--- config.mk ---
export PLATFORM = sky130hd
export DESIGN_NAME = mul_booth_seq_flat
export DESIGN_NICKNAME = d
export VERILOG_FILES = /design/src/rtl/mul_booth_seq_if.sv /design/src/rtl/mul_booth_seq.sv /design/src/flat_wrapper.sv
export SDC_FILE = /design/constraint.sdc
export NUM_CORES = 1
export LEC_CHECK = 0
export CORE_MARGIN = 1.5
export CORE_UTILIZATION = 30
export DETAILED_ROUTE_END_ITERATION = 16
export GPL_ROUTABILITY_DRIVEN = 1
export GPL_TIMING_DRIVEN = 0
export PLACE_DENSITY_LB_ADDON = 0.05
export SYNTH_ARGS = -nofsm -noshare
export SYNTH_HDL_FRONTEND = slang
export SYNTH_SLANG_ARGS = --single-unit
--- constraint.sdc ---
create_clock -name clk -period 12.9 [get_ports clk]
set_clock_uncertainty 0.1 [all_clocks]
set_input_delay 1.29 -clock clk [delete_from_list [all_inputs] [get_ports clk]]
set_output_delay 1.29 -clock clk [all_outputs]
set_load 0.02 [all_outputs]
--- src/rtl/mul_booth_seq_if.sv ---
`default_nettype none
// ============================================================================
//  Module      : mul_booth_seq_if
//  Description : EX-stage handshake between the pipeline and the iterative
//                multiplier (operands, valid/sign, flush, stall, product).
//  Revision    : 1.0 - initial release
// ============================================================================
interface mul_booth_seq_if;
    logic        flush;
    logic        valid;
    logic        sign;
    logic [31:0] a;
    logic [31:0] b;
    logic        mul_stall;
    logic [63:0] result;

    modport master (
        output flush, valid, sign, a, b,
        input  mul_stall, result
    );

    modport slave (
        input  flush, valid, sign, a, b,
        output mul_stall, result
    );
endinterface
`default_nettype wire

--- src/rtl/mul_booth_seq.sv ---
`default_nettype none
// ============================================================================
//  Module      : mul_booth_seq
//  Description : Iterative 32x32 Booth multiplier for MULT/MULTU producing the
//                64-bit {HI,LO} product. Define MUL_RADIX4_EN for radix-4
//                (17 iterations); otherwise radix-2 (33 iterations).
//  Revision    : 1.0 - initial release
// ============================================================================
module mul_booth_seq (
    input  logic           clk,
    input  logic           resetn,
    mul_booth_seq_if.slave bus
);

`ifdef MUL_RADIX4_EN
    localparam int         W = 2;
    localparam int         K = 34;
    localparam logic [5:0] N = 6'd17;
`else
    localparam int         W = 1;
    localparam int         K = 33;
    localparam logic [5:0] N = 6'd33;
`endif
    // K = N*W low bits, so the final accumulator holds the exact product.
    localparam int UW = 36;
    localparam int AW = K + UW;

    localparam logic [1:0] S_IDLE = 2'd0;
    localparam logic [1:0] S_BUSY = 2'd1;
    localparam logic [1:0] S_DONE = 2'd2;

    logic [1:0]    state_q,  state_d;
    logic [5:0]    cnt_q,    cnt_d;
    logic [33:0]   m_q,      m_d;
    logic [34:0]   mr_q,     mr_d;
    logic [AW-1:0] acc_q,    acc_d;
    logic [63:0]   result_q, result_d;

    logic          dig_zero;
    logic          dig_neg;
    logic          dig_two;
    logic [UW-1:0] m_ext;
    logic [UW-1:0] base;
    logic [UW-1:0] addend;
    logic [UW-1:0] upper_sum;
    logic [AW-1:0] acc_sum;
    logic [AW-1:0] acc_shift;

    // Booth digit from the low multiplier bits; bit 0 of mr_q is b[i-1].
    always_comb begin
        dig_zero = 1'b1;
        dig_neg  = 1'b0;
        dig_two  = 1'b0;
`ifdef MUL_RADIX4_EN
        case (mr_q[2:0])
            3'b001, 3'b010: begin dig_zero = 1'b0; end
            3'b011:         begin dig_zero = 1'b0; dig_two = 1'b1; end
            3'b100:         begin dig_zero = 1'b0; dig_two = 1'b1; dig_neg = 1'b1; end
            3'b101, 3'b110: begin dig_zero = 1'b0; dig_neg = 1'b1; end
            default:        begin dig_zero = 1'b1; end
        endcase
`else
        dig_zero = (mr_q[1] == mr_q[0]);
        dig_neg  = mr_q[1];
`endif
    end

    always_comb begin
        m_ext     = {{(UW-34){m_q[33]}}, m_q};
        base      = dig_two ? (m_ext << 1) : m_ext;
        addend    = dig_zero ? '0 : (dig_neg ? (~base + {{(UW-1){1'b0}}, 1'b1}) : base);
        upper_sum = acc_q[AW-1:K] + addend;
        acc_sum   = {upper_sum, acc_q[K-1:0]};
        acc_shift = $signed(acc_sum) >>> W;
    end

    always_comb begin
        state_d  = state_q;
        cnt_d    = cnt_q;
        m_d      = m_q;
        mr_d     = mr_q;
        acc_d    = acc_q;
        result_d = result_q;
        if (bus.flush) begin
            state_d = S_IDLE;
            cnt_d   = 6'd0;
        end else begin
            case (state_q)
                S_IDLE: begin
                    if (bus.valid) begin
                        m_d     = bus.sign ? {{2{bus.a[31]}}, bus.a} : {2'b00, bus.a};
                        mr_d    = {(bus.sign ? {2{bus.b[31]}} : 2'b00), bus.b, 1'b0};
                        acc_d   = '0;
                        cnt_d   = 6'd1;
                        state_d = S_BUSY;
                    end
                end
                S_BUSY: begin
                    acc_d = acc_shift;
                    mr_d  = mr_q >> W;
                    if (cnt_q == N) begin
                        result_d = acc_shift[63:0];
                        cnt_d    = 6'd0;
                        state_d  = S_DONE;
                    end else begin
                        cnt_d = cnt_q + 6'd1;
                    end
                end
                S_DONE:  state_d = S_IDLE;
                default: state_d = S_IDLE;
            endcase
        end
    end

    always_ff @(posedge clk or negedge resetn) begin
        if (!resetn) begin
            state_q  <= S_IDLE;
            cnt_q    <= 6'd0;
            m_q      <= '0;
            mr_q     <= '0;
            acc_q    <= '0;
            result_q <= '0;
        end else begin
            state_q  <= state_d;
            cnt_q    <= cnt_d;
            m_q      <= m_d;
            mr_q     <= mr_d;
            acc_q    <= acc_d;
            result_q <= result_d;
        end
    end

    // Stall is forced low while reset is asserted, even if EX holds valid.
    assign bus.mul_stall = resetn &
                           (((state_q == S_IDLE) & bus.valid & ~bus.flush) |
                            (state_q == S_BUSY));
    assign bus.result    = result_q;

endmodule
`default_nettype wire

--- src/flat_wrapper.sv ---
// flat-port wrapper written by rule: the top's interface ports become plain ports
module mul_booth_seq_flat 
  (clk, resetn, bus_flush, bus_valid, bus_sign, bus_a, bus_b, bus_mul_stall, bus_result);
  mul_booth_seq_if bus_i ();
  input  logic clk;
  input  logic resetn;
  input wire logic [$bits(bus_i.flush)-1:0] bus_flush;
  input wire logic [$bits(bus_i.valid)-1:0] bus_valid;
  input wire logic [$bits(bus_i.sign)-1:0] bus_sign;
  input wire logic [$bits(bus_i.a)-1:0] bus_a;
  input wire logic [$bits(bus_i.b)-1:0] bus_b;
  output wire logic [$bits(bus_i.mul_stall)-1:0] bus_mul_stall;
  output wire logic [$bits(bus_i.result)-1:0] bus_result;
  assign bus_i.flush = bus_flush;
  assign bus_i.valid = bus_valid;
  assign bus_i.sign = bus_sign;
  assign bus_i.a = bus_a;
  assign bus_i.b = bus_b;
  assign bus_mul_stall = bus_i.mul_stall;
  assign bus_result = bus_i.result;
  mul_booth_seq u_core (.clk(clk), .resetn(resetn), .bus(bus_i));
endmodule
==> reports/summary.md, run 1 <==
- finished clean — outcome
- u_core.acc_q[66] — terminus of the critical flop-to-flop path
- bus_flush — worst setup path startpoint
- 48.4% — share of the synthesized area in the top cell type
- sky130_fd_sc_hd__dfrtp_1 48%, sky130_fd_sc_hd__nand2_1 8.1%, sky130_fd_sc_hd__a22o_1 7.0% — largest cells by area after synthesis
- 0 — initial antenna violation count
- 192 um — die height
- 1 — maximum level of the CTS H-tree
- 16.5% — Total GRT Usage
- 0 — number of endpoints failing setup at the final stage
- 0 — Synthesis Warnings
- 1,346 — Final Net Count
- 38.9% — post-layout utilization of the core
- 8,385 — vias
- 30.8% — Starting Density
- 0 — number of gates resized after CTS
- clkdlybuf4s50_1, nor4b_2, clkbuf_1, clkbuf_1, o21a_1, clkdlybuf4s50_1 — list of cells traversed by the critical path
- 157 nW/um2 — power per standard cell area
- 34,800 um2 — area inside the core boundary
- 7.48% — layout cell share with drive strength beyond 1
- 10 — top fanout value on the critical path
- 0 — count of nets left with antenna violations after detail routing
- 4.42 ns — Worst EP arrival
- 0.06 ns — clock transition at the registers of the reported paths
- 0.172 GHz — timing-limited maximum frequency
- bus_mul_stall — worst setup path endpoint
- 7.09 ns — Final Worst Setup Slack
- 192 um — width of the die
- 0 — buffers inserted by post-CTS timing repair
- 4.90 — Via-to-Cell Ratio
- sky130_fd_sc_hd__dfrtp_1 — most used flip-flop cell after synthesis
- 1.02 ns — transition time at the pin with the least slew margin
- 26 — number of CTS-inserted buffers
- 12,700 um2 — placement-stage cell area
- done — TritonCTS clock tree
- input pin — type of origin of the critical path
- 30,200 um — Routed WL
- sky130_fd_sc_hd__nor4b_2 — critical-path cell with the highest stage delay
- 0.53 ns — insertion delay of the later-clocked pin in the worst-skew pair
- 31.3% — worst slew margin relative to its limit
- 22,000 um — post-detailed-placement half-perimeter wirelength
- 0 ns — summed negative setup slack over all endpoints
- 10,700 um2 — summed instance area of the synthesized netlist
- 0 — aggregate global routing overflow
- 5.81 ns — final critical path time including I/O delays and setup
- 8,318 — vias in the first global route
- u_core.m_q[2] — worst flop-to-flop path startpoint
- 1,075 — cell count after synthesis
- 48.4% — portion of the post-synthesis area used by sequential elements
- 78.6 uV — worst supply voltage drop on vdd
- output pin — type of destination of the critical path
- 63 — library cells used by synthesis
- sky130_fd_sc_hd__nand2_1 — most common cell after layout, fill and taps aside
- 45.0% — portion of the clock cycle consumed by the worst path in the final layout
- 19 — depth of the worst register-to-register path
- 5 — first-pass iteration count of the detailed router
- 1,711 — non-filler cells, final
- 1,665 — # placed instances
- 207 — Seq cells post-synth
- 0.71 ns — delay of the slowest cell on the worst path
- 3 — deepest clock path buffer count
- 36,800 um2 — Die ar.
- 2.13 mW — Total Power Consumption
- reg -> reg — worst hold path type
- false — setup repair after global routing missed its margin
- 0.370 ns — worst hold margin
- 1,183 — Post-Synthesis Net Count
- 133 — IO Port Bufs
- 6.21 nW — leakage power
- 0 — n_diodes
- u_core.bus.result[15] — min-delay src
- 17.6 um — detailed-route wire length per cell
- 0 — CTS Hold Buffers Added
- sky130_fd_sc_hd__clkbuf_16 — CTS Root Buffer Type
- 0 — number of synthesized flops with an enable pin
- 74 — maximum number of pins on one net before global-route repair
- 0 — number of maximum-capacitance violations
- sky130_fd_sc_hd__dfrtp_1 — leading area contributor after synthesis
- 230 x sky130_fd_sc_hd__nand2_1, 207 x sky130_fd_sc_hd__dfrtp_1, 132 x sky130_fd_sc_hd__clkdlybuf4s50_1, 86 x sky130_fd_sc_hd__a22o_1, 74 x sky130_fd_sc_hd__o21ai_0 — most frequent cells in the layout
- 0 — Slew Viols, Final
- 100% — fraction of registers with async set or reset after synthesis
- in -> out — Crit Path Category
- 68 — Std-Cell Rows
- 26.4% — area growth from synthesis to final layout
- 7.61 ns — reg2reg setup slack
- 6.95 ns — worst slack, placed
- 47,600 um — wire length of the first global-routing pass
- 9.96 um2 — Syn Area/Cell
- 11.51 ns — required time at the worst-slack endpoint
- 0 — DRC
- 426 — number of violations reported at the end of detailed-routing iteration 0
- 0 — count of final hold-check violations
- 13,500 um2 — Final Instance Area
- 207 — TritonCTS sink count
- 0.827 — Routability Congestion
- 134 — I/O pins
[cells by family (layout without fill, tap and decap cells)]
logic type	after synthesis	after routing	share of synthesized area, %
AOI/OAI and AO/OA	263	263	17.5
DFF	207	207	48.4
adders and majority gates	39	39	4.63
buffers and inverters	73	254	2.57
muxes	71	71	7.07
xor gates and xnor gates	56	56	4.58
and+or+nand+nor	366	366	15.3
[power by group]
| group | switching (mW) | total [mW] | internal (mW) | leakage, nW |
|---|---|---|---|---|
| logic | 0.335 | 0.587 | 0.252 | 3.03 |
| clock network | 0.289 | 0.731 | 0.443 | 0.425 |
| registers | 0.0743 | 0.810 | 0.736 | 2.75 |
| total | 0.698 | 2.13 | 1.43 | 6.21 |
[per-layer routing]
metal	share of wire, %	global-route usage, %	up-vias	wire [um]
met2	44	25.1	153	13200
li1	-	-	4155	-
met3	4.2	2.50	30	1260
met5	0	0	-	0
met4	1.9	4.09	0	570
met1	50	24.3	4047	15200
[layout make-up]
class / instances / area [um2]
sequential: 207 / 5180
buffer: 56 / 211
multi-input combinational: 795 / 5250
clock inverter: 12 / 119
fill: 3538 / 21300
timing repair buffer: 135 / 1390
inverter: 17 / 63.8
clock buffer: 34 / 742
tap: 455 / 569
[worst min path at each step]
stage / depth (start not counted) / end / slack, ns
after floorplan: 2 / u_core.bus.result[0] / 0.34
after global placement: 2 / u_core.bus.result[14] / 0.36
after detailed placement: 2 / u_core.bus.result[53] / 0.36
after CTS: 2 / u_core.bus.result[16] / 0.38
after global routing: 2 / u_core.bus.result[16] / 0.40
final: 2 / u_core.bus.result[15] / 0.37
[synthesized netlist by cell type (3+ instances only)]
| cell | count |
|---|---|
| sky130_fd_sc_hd__clkbuf_1 | 48 |
| sky130_fd_sc_hd__o31ai_1 | 10 |
| sky130_fd_sc_hd__a21oi_1 | 25 |
| sky130_fd_sc_hd__nor2b_1 | 10 |
| sky130_fd_sc_hd__ha_1 | 38 |
| sky130_fd_sc_hd__a21boi_0 | 3 |
| sky130_fd_sc_hd__nand2_1 | 230 |
| sky130_fd_sc_hd__nor3_1 | 16 |
| sky130_fd_sc_hd__or3_1 | 7 |
| sky130_fd_sc_hd__mux2_2 | 37 |
| sky130_fd_sc_hd__o21a_1 | 11 |
| sky130_fd_sc_hd__and2_1 | 3 |
| sky130_fd_sc_hd__and3_1 | 3 |
| sky130_fd_sc_hd__and4_1 | 3 |
| sky130_fd_sc_hd__inv_1 | 17 |
| sky130_fd_sc_hd__a211oi_1 | 5 |
| sky130_fd_sc_hd__a31oi_1 | 4 |
| sky130_fd_sc_hd__a32o_1 | 3 |
| sky130_fd_sc_hd__xor2_1 | 19 |
| sky130_fd_sc_hd__or4_1 | 5 |
| sky130_fd_sc_hd__nand4_1 | 4 |
| sky130_fd_sc_hd__nor3b_1 | 5 |
| sky130_fd_sc_hd__nand3_1 | 14 |
| sky130_fd_sc_hd__dfrtp_1 | 207 |
| sky130_fd_sc_hd__nand2b_1 | 10 |
| sky130_fd_sc_hd__a21o_1 | 17 |
| sky130_fd_sc_hd__o21ai_0 | 74 |
| sky130_fd_sc_hd__xnor2_1 | 37 |
| sky130_fd_sc_hd__mux2i_1 | 34 |
| sky130_fd_sc_hd__o21bai_1 | 3 |
| sky130_fd_sc_hd__nor4_1 | 5 |
| sky130_fd_sc_hd__a22o_1 | 86 |
| sky130_fd_sc_hd__buf_1 | 7 |
| sky130_fd_sc_hd__nor2_1 | 42 |
[critical path, delay by kind of cell]
family | cells | cell delay, ns
compound gates | 1 | 0.18
buf+inv | 4 | 2.22
simple gates | 1 | 0.71
[registers in the layout, indices dropped and copies added (netlist names)]
name / count
u_core.cnt_q: 6
u_core.state_q: 2
u_core.m_q: 33
u_core.acc_q: 67
u_core.mr_q: 35
u_core.bus.result: 64
(Power assumes the default switching activity.)
==> inputs of run 2 (changes only) <==
Clock period 12.9 ns to 4.95 ns, I/O delays scaled along.
==> reports/summary.md, run 2 (synthesis results as in run 1) <==
- 0.53 ns — insertion delay of the later-clocked pin in the worst-skew pair, about the same
- sky130_fd_sc_hd__nand2_1 — most common cell after layout, fill and taps aside
- 2 — worst path bufs/invs, -2
- 28.1% — area growth from synthesis to final layout
- 133 — IO Port Bufs, unchanged
- 409 nW/um2 — power per standard cell area, +160%
- 207 uV — worst supply voltage drop on vdd, +160%
- 26 — number of CTS-inserted buffers, unchanged
- flip-flop — type of destination of the critical path
- 1,716 — non-filler cells, final, +0.29%
- flip-flop — type of origin of the critical path
- 0 — number of maximum-capacitance violations, unchanged
- 4.92 — Via-to-Cell Ratio, +0.37%
- 0 — aggregate global routing overflow, unchanged
- met4 — top layer reached by signal wires
- 230 x sky130_fd_sc_hd__nand2_1, 207 x sky130_fd_sc_hd__dfrtp_1, 132 x sky130_fd_sc_hd__clkdlybuf4s50_1, 86 x sky130_fd_sc_hd__a22o_1, 74 x sky130_fd_sc_hd__o21ai_0 — most frequent cells in the layout
- 4 — first-pass iteration count of the detailed router, -1
- 17.7 um — detailed-route wire length per cell, +0.24%
- simple AND/OR/NAND/NOR gates — family of cells with the greatest summed delay on the critical path
- 1,665 — # placed instances, unchanged
- 68 — Std-Cell Rows, unchanged
- 0 — DRC, unchanged
- 0 — number of endpoints failing setup at the final stage, unchanged
- 404 — number of violations reported at the end of detailed-routing iteration 0, -5.2%
- 8,441 — vias, +0.67%
- 5.30 ns — required time at the worst-slack endpoint, -6.21 ns
- 13,200 um — sum of met2 wire segment lengths after detailed routing, +0.13%
- 0 ns — summed negative setup slack over all endpoints, unchanged
- 47,800 um — wire length of the first global-routing pass, +0.35%
- 16.5% — Total GRT Usage, +0.055 points
- 0 — count of final hold-check violations, unchanged
- 192 um — die height, unchanged
- 8 — top fanout value on the critical path, -2
- 28.2% — Gate power share, +0.6 points
- 46.7% — worst slew margin relative to its limit, +15 points
- 0 — n_diodes, unchanged
- 192 um — width of the die, unchanged
- 0 — count of nets left with antenna violations after detail routing, unchanged
- 1,351 — Final Net Count, +0.37%
- 15,300 um — Met1 Routed Length, +0.59%
- finished clean — outcome
- 9.20% — layout cell share with drive strength beyond 1, +1.7 points
- u_core.bus.result[15] — min-delay src
- done — TritonCTS clock tree
- 0 — initial antenna violation count, unchanged
- 6.29 nW — leakage power, +1.4%
- u_core.acc_q — most flop-heavy register
- 0.216 ns — Final Worst Setup Slack, -6.87 ns
- 0.827 — Routability Congestion, unchanged
- 67 — flip-flop count of the largest register after layout, unchanged
- u_core.m_q[0] — worst setup path startpoint
- 207 — TritonCTS sink count, unchanged
- sky130_fd_sc_hd__or4_1 — critical-path cell with the highest stage delay
- 3 — deepest clock path buffer count, unchanged
- reg -> reg — worst hold path type
- 1240 um — Routed met3 length, -1.7%
- 33.0% — switching power as a share of total power, +0.20 points
- 37.8% — sequential fraction of design power, -0.3 points
- 22,000 um — post-detailed-placement half-perimeter wirelength, unchanged
- u_core.m_q[0] — worst flop-to-flop path startpoint
- 30,300 um — Routed WL, +0.53%
- 8,364 — vias in the first global route, +0.55%
- 39.4% — post-layout utilization of the core, +0.51 points
- sky130_fd_sc_hd__or4_1 — cell mode on critical path
- 95.6% — portion of the clock cycle consumed by the worst path in the final layout
- 0.211 GHz — timing-limited maximum frequency
- 34.0% — Clk pwr share, -0.4 points
- inv_1, ha_1, nor2b_4, nand3_2, or4_1, buf_2, or2_4, nor3b_4, nand2_1, nor2_1, xnor2_1, a22o_1, ha_4, a21o_1, a211o_1, or4_1, nor3_4, o311ai_4, xor2_1, o211ai_1 — list of cells traversed by the critical path
- 0.800 ns — transition time at the pin with the least slew margin, -0.222 ns
- 0.06 ns — clock transition at the registers of the reported paths, about the same
- 34,800 um2 — area inside the core boundary, unchanged
- 134 — I/O pins, unchanged
- 30.8% — Starting Density, unchanged
- 1.85 mW — net switching power of the design, +160%
- 1 — maximum level of the CTS H-tree, unchanged
- true — setup repair after global routing missed its margin
- 0.46 ns — delay of the slowest cell on the worst path, -0.25 ns
- sky130_fd_sc_hd__clkbuf_16 — CTS Root Buffer Type
- 0 — Slew Viols, Final, unchanged
- -0.412 ns — worst slack, placed, -7.37 ns
- 74 — maximum number of pins on one net before global-route repair, unchanged
- 4.73 ns — final critical path time including I/O delays and setup
- 36,800 um2 — Die ar., unchanged
- reg -> reg — Crit Path Category
- 5.08 ns — Worst EP arrival, +0.66 ns
- 3.75 mW — internal power summed over all cells, +160%
## run 2: through the flow
| stage | area (um2) | hold slack (ns) | power (mW) |
|---|---|---|---|
| 6_report | 13700 | 0.371 | 5.60 |
| 5_1_grt | 13700 | 0.396 | 5.97 |
| 4_1_cts | 13600 | 0.380 | 5.64 |
| 3_5_place_dp | 12700 | 0.362 | 3.67 |
| 3_3_place_gp | 12600 | 0.361 | 3.66 |
| 2_1_floorplan | 10700 | 0.0994 | 3.19 |
## run 2: worst paths after layout
check | to | slack, ns | depth (start not counted)
hold reg to reg | u_core.bus.result[15] | 0.37 | 2
setup reg to reg | u_core.acc_q[67] | 0.22 | 20
hold / removal | u_core.bus.result[15] | 0.37 | 2
max in group asynchronous | u_core.m_q[2] | 3.21 | 4
setup / recovery | u_core.acc_q[67] | 0.22 | 20
min in group asynchronous | u_core.mr_q[21] | 0.38 | 2
## run 2: power groups by stage
stage                     Combinational (mW)  Sequential [mW]  Clock [mW]
final                                   1.58             2.12        1.90
after global routing                    1.77             2.15        2.06
after CTS                               1.55             2.11        1.98
after detailed placement                1.53             2.14           0
after global placement                  1.52             2.14           0
after floorplan                         1.11             2.08           0
## run 2: worst min-delay path: stages (launching register included)
cell and delay, ns:
sky130_fd_sc_hd__dfrtp_1 0.34, sky130_fd_sc_hd__nand2_1 0.05, sky130_fd_sc_hd__nand2_1 0.05
## run 2: metal layers
layer	up-vias	track usage, %
met4	0	4.24
met3	34	2.50
met1	4082	24.3
met5	-	0
met2	149	25.2
li1	4176	-
## run 2: final cells by class
class,count,area [um2]
Timing Repair Buffer,140,1430
Tap cell,455,569
Fill cell,3527,21100
Clock inverter,12,119
Inverter,17,63.8
Sequential cell,207,5180
Multi-Input combinational cell,795,5390
Buffer,56,213
Clock buffer,34,742
## run 2: timing repair
action / CTS / global route
gates resized for setup: 6 / 19
pin swaps: 1 / 4
hold buffers: 1 / 0
buffers inserted: 0 / 4
setup endpoints to repair: 12 / 17
gates cloned: 0 / 0
endpoints found under the hold margin: 66 / 0
